$ cat config.mk
export PLATFORM = sky130hd
export DESIGN_NAME = font_row_fetch
export DESIGN_NICKNAME = d
export VERILOG_FILES = /design/src/rtl/font_row_fetch.sv
export SDC_FILE = /design/constraint.sdc
export NUM_CORES = 1
export LEC_CHECK = 0
export ABC_CLOCK_PERIOD_IN_PS = 2400
export CAP_MARGIN = 20
export CORE_ASPECT_RATIO = 1.25
export CORE_UTILIZATION = 50
export DETAILED_ROUTE_END_ITERATION = 6
export PLACE_DENSITY = 0.79
export SLEW_MARGIN = 25
export SYNTH_ARGS = -nofsm -noshare
export SYNTH_HDL_FRONTEND = slang
export SYNTH_SLANG_ARGS = --single-unit
$ cat constraint.sdc
create_clock -name clk_i -period 2.4 [get_ports clk_i]
set_clock_uncertainty 0.1 [all_clocks]
set_input_delay 0.6 -clock clk_i [delete_from_list [all_inputs] [get_ports clk_i]]
set_output_delay 0.6 -clock clk_i [all_outputs]
set_load 0.01 [all_outputs]
$ cat src/rtl/font_row_fetch.sv
// font_row_fetch: fetches one glyph row from a 1-bit-wide font ROM, one
// pixel per cycle, assembles it into a GLYPH_W-bit word and applies the
// underline and invert attributes before handing it to the consumer.
module font_row_fetch #(
  parameter int GLYPH_W      = 8,
  parameter int GLYPH_H      = 16,
  parameter int CHAR_BITS    = 7,
  parameter int READ_LATENCY = 1,
  parameter int UL_ROW       = GLYPH_H - 2,
  localparam int RB          = $clog2(GLYPH_H),
  localparam int CB          = $clog2(GLYPH_W),
  localparam int AW          = CHAR_BITS + RB + CB
) (
  input  logic                 clk_i,
  input  logic                 reset_i,
  input  logic                 req_valid_i,
  output logic                 req_ready_o,
  input  logic [CHAR_BITS-1:0] req_char_i,
  input  logic [RB:0]          req_row_i,
  input  logic [1:0]           req_attr_i,
  output logic [AW-1:0]        rom_ad_o,
  output logic                 rom_ce_o,
  output logic                 rom_oce_o,
  input  logic                 rom_dout_i,
  output logic                 row_valid_o,
  input  logic                 row_ready_i,
  output logic [GLYPH_W-1:0]   row_data_o
);

  // Drain counter needs at least one bit even when the ROM has a single cycle of latency
  localparam int DW = (READ_LATENCY > 1) ? $clog2(READ_LATENCY) : 1;
  localparam logic [RB:0] UL_ROW_V = (RB + 1)'(UL_ROW);

  typedef enum logic [1:0] {IDLE, FETCH, DRAIN, OUT} state_t;

  state_t                   state_q, state_d;
  logic [CB-1:0]            colCnt_q, colCnt_d;
  logic [DW-1:0]            drainCnt_q, drainCnt_d;
  logic [CHAR_BITS-1:0]     char_q, char_d;
  logic [RB:0]              row_q, row_d;
  logic [1:0]               attr_q, attr_d;
  logic [AW-1:0]            romAd_q, romAd_d;
  logic [GLYPH_W-1:0]       rowBits_q, rowBits_d;
  logic [READ_LATENCY-1:0]  fetchPipe_q, fetchPipe_d;

  logic                     accept;
  logic                     captureEn;
  logic [GLYPH_W-1:0]       ulMask;
  logic [GLYPH_W-1:0]       invMask;

  // State register; reset drops any row in flight and returns to IDLE
  always_ff @(posedge clk_i) begin
    if (reset_i) begin
      state_q <= IDLE;
    end else begin
      state_q <= state_d;
    end
  end

  // Datapath registers: request latch, column/drain counters, ROM address, row shifter
  always_ff @(posedge clk_i) begin
    if (reset_i) begin
      colCnt_q    <= '0;
      drainCnt_q  <= '0;
      char_q      <= '0;
      row_q       <= '0;
      attr_q      <= '0;
      romAd_q     <= '0;
      rowBits_q   <= '0;
      fetchPipe_q <= '0;
    end else begin
      colCnt_q    <= colCnt_d;
      drainCnt_q  <= drainCnt_d;
      char_q      <= char_d;
      row_q       <= row_d;
      attr_q      <= attr_d;
      romAd_q     <= romAd_d;
      rowBits_q   <= rowBits_d;
      fetchPipe_q <= fetchPipe_d;
    end
  end

  // Next-state and output logic; a bit read in FETCH cycle k lands in the
  // shifter READ_LATENCY+1 edges later, tracked by the fetch pipe
  always_comb begin
    state_d     = state_q;
    colCnt_d    = colCnt_q;
    drainCnt_d  = drainCnt_q;
    char_d      = char_q;
    row_d       = row_q;
    attr_d      = attr_q;
    romAd_d     = romAd_q;
    rowBits_d   = rowBits_q;
    fetchPipe_d = '0;

    req_ready_o = (state_q == IDLE) && !reset_i;
    accept      = req_valid_i && req_ready_o;
    rom_ce_o    = (state_q == FETCH) || (state_q == DRAIN);
    rom_oce_o   = (READ_LATENCY == 2) ? rom_ce_o : 1'b0;
    row_valid_o = (state_q == OUT);

    fetchPipe_d[0] = (state_q == FETCH);
    for (int i = 1; i < READ_LATENCY; i++) begin
      fetchPipe_d[i] = fetchPipe_q[i-1];
    end
    captureEn = fetchPipe_q[READ_LATENCY-1];

    if (captureEn) begin
      rowBits_d = {rom_dout_i, rowBits_q[GLYPH_W-1:1]};
    end

    unique case (state_q)
      IDLE: begin
        if (accept) begin
          char_d    = req_char_i;
          row_d     = req_row_i;
          attr_d    = req_attr_i;
          rowBits_d = '0;
          if (req_row_i[RB]) begin
            state_d = OUT;
          end else begin
            state_d  = FETCH;
            colCnt_d = '0;
            romAd_d  = {req_char_i, req_row_i[RB-1:0], CB'(0)};
          end
        end
      end
      FETCH: begin
        if (colCnt_q == CB'(GLYPH_W - 1)) begin
          state_d    = DRAIN;
          colCnt_d   = '0;
          drainCnt_d = '0;
        end else begin
          colCnt_d = colCnt_q + CB'(1);
          romAd_d  = {char_q, row_q[RB-1:0], colCnt_q + CB'(1)};
        end
      end
      DRAIN: begin
        if (drainCnt_q == DW'(READ_LATENCY - 1)) begin
          state_d = OUT;
        end else begin
          drainCnt_d = drainCnt_q + DW'(1);
        end
      end
      OUT: begin
        if (row_ready_i) begin
          state_d = IDLE;
        end
      end
      default: state_d = IDLE;
    endcase
  end

  // Attribute masks and the row word presented while in OUT
  always_comb begin
    ulMask     = (attr_q[1] && (row_q == UL_ROW_V)) ? '1 : '0;
    invMask    = attr_q[0] ? '1 : '0;
    row_data_o = '0;
    if (state_q == OUT) begin
      row_data_o = (rowBits_q | ulMask) ^ invMask;
    end
  end

  assign rom_ad_o = romAd_q;

endmodule
==> flow_summary.yaml <==
timing:
  finalSetupTns_ps: 0
  finalSetupViolCount: 0
  min_period_ps: 2290
  clock.fmax_mhz: 437
  final_max_slew_viol_count: 0
  grt_setup_unrepaired: "no"
  setup_slack_ps: 114
  period_share: 0.953
  hold_viol: 0
synth:
  yosysTopAreaCell: "dfxtp_1"
  synth_compound_area_frac: 0.248
  avgSynthCellArea_um2: 9.75
  synth_ff_type: "dfxtp_1"
  yosysSeqAreaShare: 0.407
  yosys_warnings: 0
  synth_top_family_by_area: "compound AO/OA/AOI/OAI gates"
  syn_area_um2: 2070
  synth.top_cell.area_share: 0.407
  synthAdderAreaFrac: 0.0424
  synth_commonest_cells: "42 x dfxtp_1, 18 x mux2i_1, 17 x inv_1"
  syn-num-nets: 238
  synth_xor_area_frac: 0
  yosys.area_share.simple: 0.142
  synthCells: 212
  synth_area_leaders: "dfxtp_1 41%, mux2i_1 8.7%, a221oi_2 7.3%, a22o_1 5.5%, or3b_2 4.7%"
  synth_edf_count: 0
  ys_ff_latch: 42
  ys_types: 35
  synth.area.mux_share: 0.0872
  synth.most_common_cell: "dfxtp_1"
  synthArstFlopShare: 0
grt:
  antenna_found_initial: 0
  grt_pass1_vias: 1603
  grt-ovfl-total: 0
  grt_usage: 0.212
  grt_start_max_net_pins: 17
  grt_pass1_wl_um: 7110
power:
  p_leak_nw: 1.09
  ir_worst_vdd_uv: 757
  powerDensity_nw_per_um2: 996
die:
  start_util: 0.533
  core_area_um2: 3880
  rows: 25
  chipHeight_um: 73.9
  die_x_um: 59.5
  ios: 45
  dieArea_um2: 4400
route:
  routed_wl_um: 4280
  ant_nets: 0
  drc: 0
  drtIter0Drc: 86
  drt-pass1-iter-count: 4
  via_per_inst: 5.42
  route.detailed.wl_per_inst_um: 13.7
  dr_total_vias: 1695
setup_path:
  crit_type: "flip-flop to output port"
  crit_buf_inv: 2
  cp_top_family: "buffers and inverters"
  reg2reg_slack_ps: 520
  slowest_delay_ps: 530
  critPathArrivalTime_ps: 1590
  cp_data_required_time_ps: 1700
  crit_slowest_cell: "clkdlybuf4s50_1"
  crit_fanout: 4
  startpoint: "state_q[1]"
  r2r_end: "rom_ad_o[10]"
  reg2regPathDepth: 6
  setup.worst_path.end_class: "output port"
  rr_startpoint: "colCnt_q[0]"
  crit_chain: "inv_1 > ha_1 > clkdlybuf4s50_1"
  startpoint_type: "flip-flop"
clocking:
  cts_setup_buffers: 0
  hold_buffers: 0
  cts.sinks: 42
  htree_levels: 2
  insertion_delay_ps: 290
  cts-root-buf: "clkbuf_8"
  cts_tree: "built"
  cts_inserted_buffers: 5
  cts_max_path_buffers: 2
  clk_pin_slew_worst_paths_ps: 70
finish:
  fin_nets: 284
  antenna_cells: 0
  layout-drive-gt1-share: 0.212
  fin_util: 0.694
  area_delta_synth_final_pct: 30.1
  final-instance-count-excl-fill: 313
placement:
  placed_cells: 305
  place.gp.congestion: 0.776
  io_buffers: 43
  preCtsSetupSlack_ps: -114
  dpl.hpwl_um: 3080
hold_path:
  hold_path_startpoint: "rom_ad_o[5]"
  min_path_cells: 2
  hold_path_class: "flip-flop to flip-flop"
  hold_end: "rom_ad_o[5]"
run:
  max_cap_viol_count: 0
run_status:
  outcome: "finished, final reports clean"
[what timing repair did]
action | CTS | global route
resized for setup | 11 | 17
endpoints found under the hold margin | 0 | 0
setup endpoints to repair | 9 | 9
[state kept, by name, summed over array words and instances (netlist names)]
register / cells
attr_q: 2
captureEn: 1
char_q: 7
colCnt_q: 3
rom_ad_o: 14
rowBits_q: 8
row_q: 5
state_q: 2
[logic make-up after synthesis]
kind of cell,Yosys count
AOI/OAI and AO/OA,60
adders and majority gates,7
buffers and inverters,36
DFF,42
muxes,18
other,1
and+or+nand+nor,48
[worst reg2reg max path, cell delays in order (launching register included)]
cell      delay (ps)
dfxtp_1          350
ha_1             210
ha_1             260
and2_1           180
a211o_1          260
buf_12           160
a221oi_1         280
[metal layers]
metal | global-route usage | vias to the layer above | part of all wire
met2 | 0.337 | 31 | 0.48
li1 | - | 864 | -
met5 | 0 | - | 0
met1 | 0.288 | 795 | 0.48
met4 | 0.0620 | 0 | 0.0094
met3 | 0.0423 | 5 | 0.028
[worst max-delay path by stage]
stage,end,slack [ps],cells after the start
4_1_cts,row_data_o[0],30,5
5_1_grt,rom_ce_o,40,3
3_5_place_dp,req_ready_o,-110,3
6_report,rom_ce_o,110,3
2_1_floorplan,req_ready_o,310,6
3_3_place_gp,req_ready_o,-110,3
[stage by stage]
| step | hold slack (ps) | power (mW) | area (um2) |
|---|---|---|---|
| floorplan | 334 | 1.77 | 2070 |
| global placement | 349 | 2.22 | 2630 |
| detailed placement | 352 | 2.24 | 2630 |
| CTS | 364 | 2.70 | 2720 |
| global route | 373 | 2.84 | 2690 |
| finish | 359 | 2.68 | 2690 |
[final cells by class]
cell class / instances / area (um2)
multi-input combinational: 134 / 1090
timing repair buffer: 58 / 539
inverter: 17 / 63.8
fill: 343 / 1190
sequential: 42 / 842
clock buffer: 7 / 86.3
clock inverter: 1 / 5.00
tap: 54 / 67.6
[power breakdown]
part,internal (mW),total (mW),switching [mW]
Sequential,0.839,0.935,0.0963
Clock,0.232,0.460,0.228
Combinational,0.664,1.29,0.622
[placed cells by master (no fill, tap or decap), types with 5 or more instances in the layout]
| master | Yosys | routed |
|---|---|---|
| mux2i_1 | 18 | 18 |
| nand2b_1 | 5 | 5 |
| inv_1 | 17 | 17 |
| a221oi_2 | 10 | 10 |
| dfxtp_1 | 42 | 41 |
| buf_4 | 1 | 12 |
| o31ai_1 | 11 | 11 |
| nor2_1 | 13 | 12 |
| clkbuf_8 | 0 | 6 |
| ha_1 | 7 | 7 |
| clkbuf_2 | 0 | 8 |
| or3b_2 | 11 | 11 |
| clkdlybuf4s50_1 | 0 | 34 |
| a21oi_1 | 13 | 13 |
| a22o_1 | 13 | 13 |
Power figures use the tool's default switching activity.
==> RTL edit 1 (same flow settings) <==
Make the reset (`reset_i`) asynchronous in 2 clocked blocks.
--- a/src/rtl/font_row_fetch.sv
+++ b/src/rtl/font_row_fetch.sv
@@ -49,7 +49,7 @@
   logic [GLYPH_W-1:0]       invMask;
 
   // State register; reset drops any row in flight and returns to IDLE
-  always_ff @(posedge clk_i) begin
+  always_ff @(posedge clk_i or posedge reset_i) begin
     if (reset_i) begin
       state_q <= IDLE;
     end else begin
@@ -58,7 +58,7 @@
   end
 
   // Datapath registers: request latch, column/drain counters, ROM address, row shifter
-  always_ff @(posedge clk_i) begin
+  always_ff @(posedge clk_i or posedge reset_i) begin
     if (reset_i) begin
       colCnt_q    <= '0;
       drainCnt_q  <= '0;
Function: differs if reset_i is asserted again (counterexample within 4 cycles, from zero or initial values and one cycle with reset_i high); with reset_i held inactive, the same outputs for 10 cycles.
==> RTL edit 1 against the unedited design <==
Wire length increased by 6.5%; power increased by 46%; utilization increased by 0.54 points; first-iteration DRC count decreased by 13%; area after synthesis increased by 7.3%; cell count decreased by 5.8%; sequential cell count unchanged; die area increased by 7.0%; synthesized cell count decreased by 17%; design area increased by 8.2%; worst setup slack got worse by 0.10 ns; via count decreased by 5.7%; critical path type unchanged; largest power group unchanged.
==> RTL edit 1: results (changes against the unedited design) <==
- Outcome: finished clean
- GPL Wtd Cong: 0.7944 (+2.4%)
- Slew of the pin with the lowest slew margin: 0.5351 ns
- Placed cells: 286 (-6.2%)
- Port bufs: 43 (unchanged)
- Yosys cell types: 35 (unchanged)
- Layout cell share with drive strength beyond 1: 35.15% (+14 points)
- 1st-iter DRT viols: 75 (-13%)
- CP peak stage delay: 0.44 ns (-0.09 ns)
- Via count: 1599 (-5.7%)
- Clock buffer depth: 2 (unchanged)
- Worst path arrival time: 1.69 ns (+0.10 ns)
- First-pass GRT wire length: 7.645 mm (+7.6%)
- Initial antenna violation count: 0 (unchanged)
- Non-filler instance count after layout: 295 (-5.8%)
- Synth async-reset ratio: 100.0% (+100 points)
- WL final: 4.555 mm (+6.5%)
- Total GRT Usage: 21.34% (+0.17 points)
- Critical path peak fanout: 8 (+4)
- Largest net degree at the start of global routing: 24 (+7)
- Clock slew at reported path FFs: 0.07 ns (about the same)
- Syn. warnings: 0 (unchanged)
- Net Count, Synth: 203 (-15%)
- # diodes: 0 (unchanged)
- Syn avg cell area: 12.53 um2 (+28%)
- Worst-Skew Late Latency: 0.29 ns (about the same)
- Synth area leaders: dfrtp_1 47%, mux2_2 15%, mux2_4 6.8%, mux2i_1 5.0%, ha_1 4.0%
- Pre-CTS setup slack: -0.1516 ns (-0.03726 ns)
- Root Buffer: clkbuf_8
- Final #Nets: 264 (-7.0%)
- Synth cell count leaders: 42 x dfrtp_1, 29 x mux2_2, 11 x mux2i_1
- DP Wirelength: 3.469 mm (+13%)
- Critical Path Slowest Stage Cell: or3b_4
- Ys flop type: dfrtp_1
- Max FFs per register: 14 (unchanged)
- Seq/Total Area, Yosys: 47.40% (+6.7 points)
- Peak supply drop: 0.7744 mV (+2.3%)
- First-pass iteration count of the detailed router: 4 (unchanged)
- H-tree levels: 2 (unchanged)
- Lkg Pwr: 0.001341 uW (+23%)
- Fill cells: 338 (-1.5%)
- Worst hold path class: reg -> reg
- Family with the most delay on the worst path: simple AND/OR/NAND/NOR gates
- Vias in the first global route: 1729 (+7.9%)
- CTS Buf Count: 5 (unchanged)
## RTL edit 1: changes by cell type in the layout (fill, tap and decap cells not counted), moves of 8 or more
| cell | unedited run | this run |
|---|---|---|
| a22o_1 | 13 | 1 |
| clkbuf_2 | 8 | 0 |
| or3b_2 | 11 | 0 |
| a21oi_1 | 13 | 1 |
| dfxtp_1 | 41 | 0 |
| dfrtp_1 | 0 | 42 |
| o31ai_1 | 11 | 0 |
| buf_4 | 12 | 20 |
| a221oi_2 | 10 | 0 |
| mux2_2 | 0 | 29 |
| mux2_4 | 0 | 10 |
| buf_2 | 0 | 8 |
| inv_1 | 17 | 7 |
## RTL edit 1: layer usage
metal	up-vias	part of all wire (%)	GRT usage, %
met5	-	0	0
met4	0	1.1	4.667
met3	5	4.7	4.924
met2	43	55	38.49
met1	797	39	24.55
li1	754	-	-
## RTL edit 1: worst paths after layout
check,start,endpoint,slack (ns),depth (start not counted)
max in group asynchronous,reset_i,state_q[1]$_DFFE_PP0P_,1.17,4
worst max-delay path,state_q[0]$_DFFE_PP0P_,row_data_o[4],0.009,5
worst min register to register,row_q[4]$_DFFE_PP0P_,row_q[4]$_DFFE_PP0P_,0.40,1
min in group asynchronous,reset_i,rowBits_q[5]$_DFF_PP0_,0.77,4
worst max register to register,state_q[0]$_DFFE_PP0P_,rom_ad_o[13]$_DFFE_PP0P_,0.33,8
worst min-delay path,row_q[4]$_DFFE_PP0P_,row_q[4]$_DFFE_PP0P_,0.40,1
## RTL edit 1: through the flow
step                      power, uW  setup TNS (ns)  cell area, um2  hold WS (ns)
final                          3924               0            2910        0.4046
after global routing           4195         -0.4690            2910        0.4306
after CTS                      3943       -0.001785            2895        0.4077
after detailed placement       3536          -1.114            2829        0.3913
after global placement         3425         -0.5529            2829        0.3835
after floorplan                2641               0            2221        0.3715
## RTL edit 1: repair_timing
item | in CTS | in global routing
pin swaps | 1 | 1
resized for setup | 36 | 4
setup buffers | 1 | 0
endpoints found under the setup margin | 9 | 9
cloned | 0 | 0
## RTL edit 1: cells by family (layout without fill, tap and decap cells)
logic type,after synthesis,in the layout,synth area share (%)
compound gates,14,14,5.813
fa+ha+maj,7,7,3.950
buf+inv,20,82,4.514
flops,42,42,47.40
mux,50,50,26.47
other cells,1,1,0.1691
simple gates,43,43,11.68
## RTL edit 1: power breakdown
part / switching (uW) / internal [uW] / leakage [uW]
combinational: 880 / 1280 / 0.000774
sequential: 248 / 1050 / 0.000518
clock: 228 / 232 / 0.0000482
total: 1360 / 2570 / 0.00134
## RTL edit 1: area by class of cell
type	count	area (um2)	share of cell area, %
well taps	56	70.07	2.408
flip-flops and latches	42	1051	36.11
repair buffers	66	584.3	20.08
inverters	8	33.78	1.161
clock buffers	7	86.33	2.966
multi-input cells	115	1080	37.10
clock inverters	1	5.005	0.1720
==> RTL edit 2 (same flow settings) <==
Made on the original files. The parameter `GLYPH_W` goes from 8 to 16.
--- a/src/rtl/font_row_fetch.sv
+++ b/src/rtl/font_row_fetch.sv
@@ -2,7 +2,7 @@
 // pixel per cycle, assembles it into a GLYPH_W-bit word and applies the
 // underline and invert attributes before handing it to the consumer.
 module font_row_fetch #(
-  parameter int GLYPH_W      = 8,
+  parameter int GLYPH_W      = 16,
   parameter int GLYPH_H      = 16,
   parameter int CHAR_BITS    = 7,
   parameter int READ_LATENCY = 1,
Interface: changed (resized rom_ad_o and row_data_o); port bits go from 45 to 54. No check against the original RTL was run, so the function may have changed too.
==> RTL edit 2 against the unedited design <==
The run now ends with negative setup slack left; largest cell class unchanged; area after synthesis increased by 18%; power decreased by 3.6%; design area increased by 20%; sequential cell count increased by 10; register-to-register slack about the same; worst setup slack got worse by 0.18 ns; sequential power increased by 16%; wire length increased by 18%; die area increased by 17%.
==> RTL edit 2: results (changes against the unedited design) <==
- Post-DR wirelength/cell: 13.23 um (-3.2%)
- Net Count, Synth: 285 (+20%)
- Pre-CTS setup slack: -0.07564 ns (+0.03871 ns)
- Met2 Use GR: 35.58% (+1.9 points)
- Setup TNS: -0.4880 ns (-0.4880 ns)
- Met1 Track Usage GR: 24.82% (-3.9 points)
- Final Setup Violations: 14 (+14)
- Worst path arrival time: 1.77 ns (+0.18 ns)
- Outcome: finished with violations
- Placed Area: 3055 um2 (+16%)
- Clock slew at reported path FFs: 0.10 ns (+0.03 ns)
- WL met2: 2.435 mm (+17%)
- Final #Nets: 344 (+21%)
- Yosys cell types: 31 (-11%)
- Hold Crit Depth: 1 (-1)
- Synth cell count leaders: 52 x dfxtp_1, 34 x nor2_1, 30 x mux2i_1
- 1st-iter DRT viols: 61 (-29%)
- DP Wirelength: 3.339 mm (+8.5%)
- Violated checks: negative setup slack
- Buffer count from post-CTS setup fixing: 6 (+6)
- Non-filler instance count after layout: 380 (+21%)
- WL met3: 199 um (+69%)
- Lkg Pwr: 0.001225 uW (+12%)
- Placed cells: 364 (+19%)
- Seq/Total Area, Yosys: 42.75% (+2.1 points)
- Cells after synthesis: 260 (+23%)
- Via count: 1960 (+16%)
- Reg2Reg Depth: 4 (-2)
- Final worst slack: -0.06600 ns (-0.1795 ns)
- Max FFs per register: 16 (+2)
- Post_cts resized: 88 (+77)
- Largest net degree at the start of global routing: 23 (+6)
RTL edit 2: cell count changes after synthesis, moves of 10 or more:
cell,unedited run,this run
inv_1,17,4
a211oi_1,2,13
xnor2_1,0,16
nor2_1,13,34
or3b_2,11,0
a21oi_1,13,24
a221oi_2,10,0
mux2i_1,18,30
dfxtp_1,42,52
o31ai_1,11,0
and2_1,1,18
RTL edit 2: final timing paths:
check | startpoint | endpoint | slack (ns)
max | row_q[0]$_SDFFE_PP0P_ | row_data_o[10] | -0.07
min | attr_q[1]$_SDFFE_PP0P_ | attr_q[1]$_SDFFE_PP0P_ | 0.37
max reg2reg | state_q[0]$_SDFFE_PP0P_ | row_q[0]$_SDFFE_PP0P_ | 0.52
min reg2reg | attr_q[1]$_SDFFE_PP0P_ | attr_q[1]$_SDFFE_PP0P_ | 0.37
RTL edit 2: power by group:
part	leakage (uW)	switching (uW)	total [uW]	internal (uW)
logic	0.000759	470	997	527
clock network	0.0000404	301	507	207
registers	0.000425	79.5	1080	999
RTL edit 2: cell families after synthesis:
logic type / synth area share [%]
adders and majority gates: 3.083
and+or+nand+nor: 14.80
DFF: 42.75
AOI/OAI and AO/OA: 15.52
xor gates and xnor gates: 6.475
muxes: 12.33
buffers and inverters: 4.881
other: 0.1540
RTL edit 2: cell type report:
cell class | count | area, um2
Fill cell | 392 | 1473
Timing Repair Buffer | 73 | 646.9
Clock buffer | 5 | 68.82
Clock inverter | 3 | 23.77
Tap cell | 60 | 75.07
Inverter | 4 | 15.01
Sequential cell | 52 | 1052
Multi-Input combinational cell | 183 | 1340
RTL edit 2: worst max-delay path: stages, from the launching register on:
cell and delay [ns]:
dfxtp_2 0.34, nor4bb_4 0.31, buf_4 0.21, buf_4 0.12, a21oi_2 0.06, xnor2_1 0.13
and2_1 0.15, buf_2 0.13
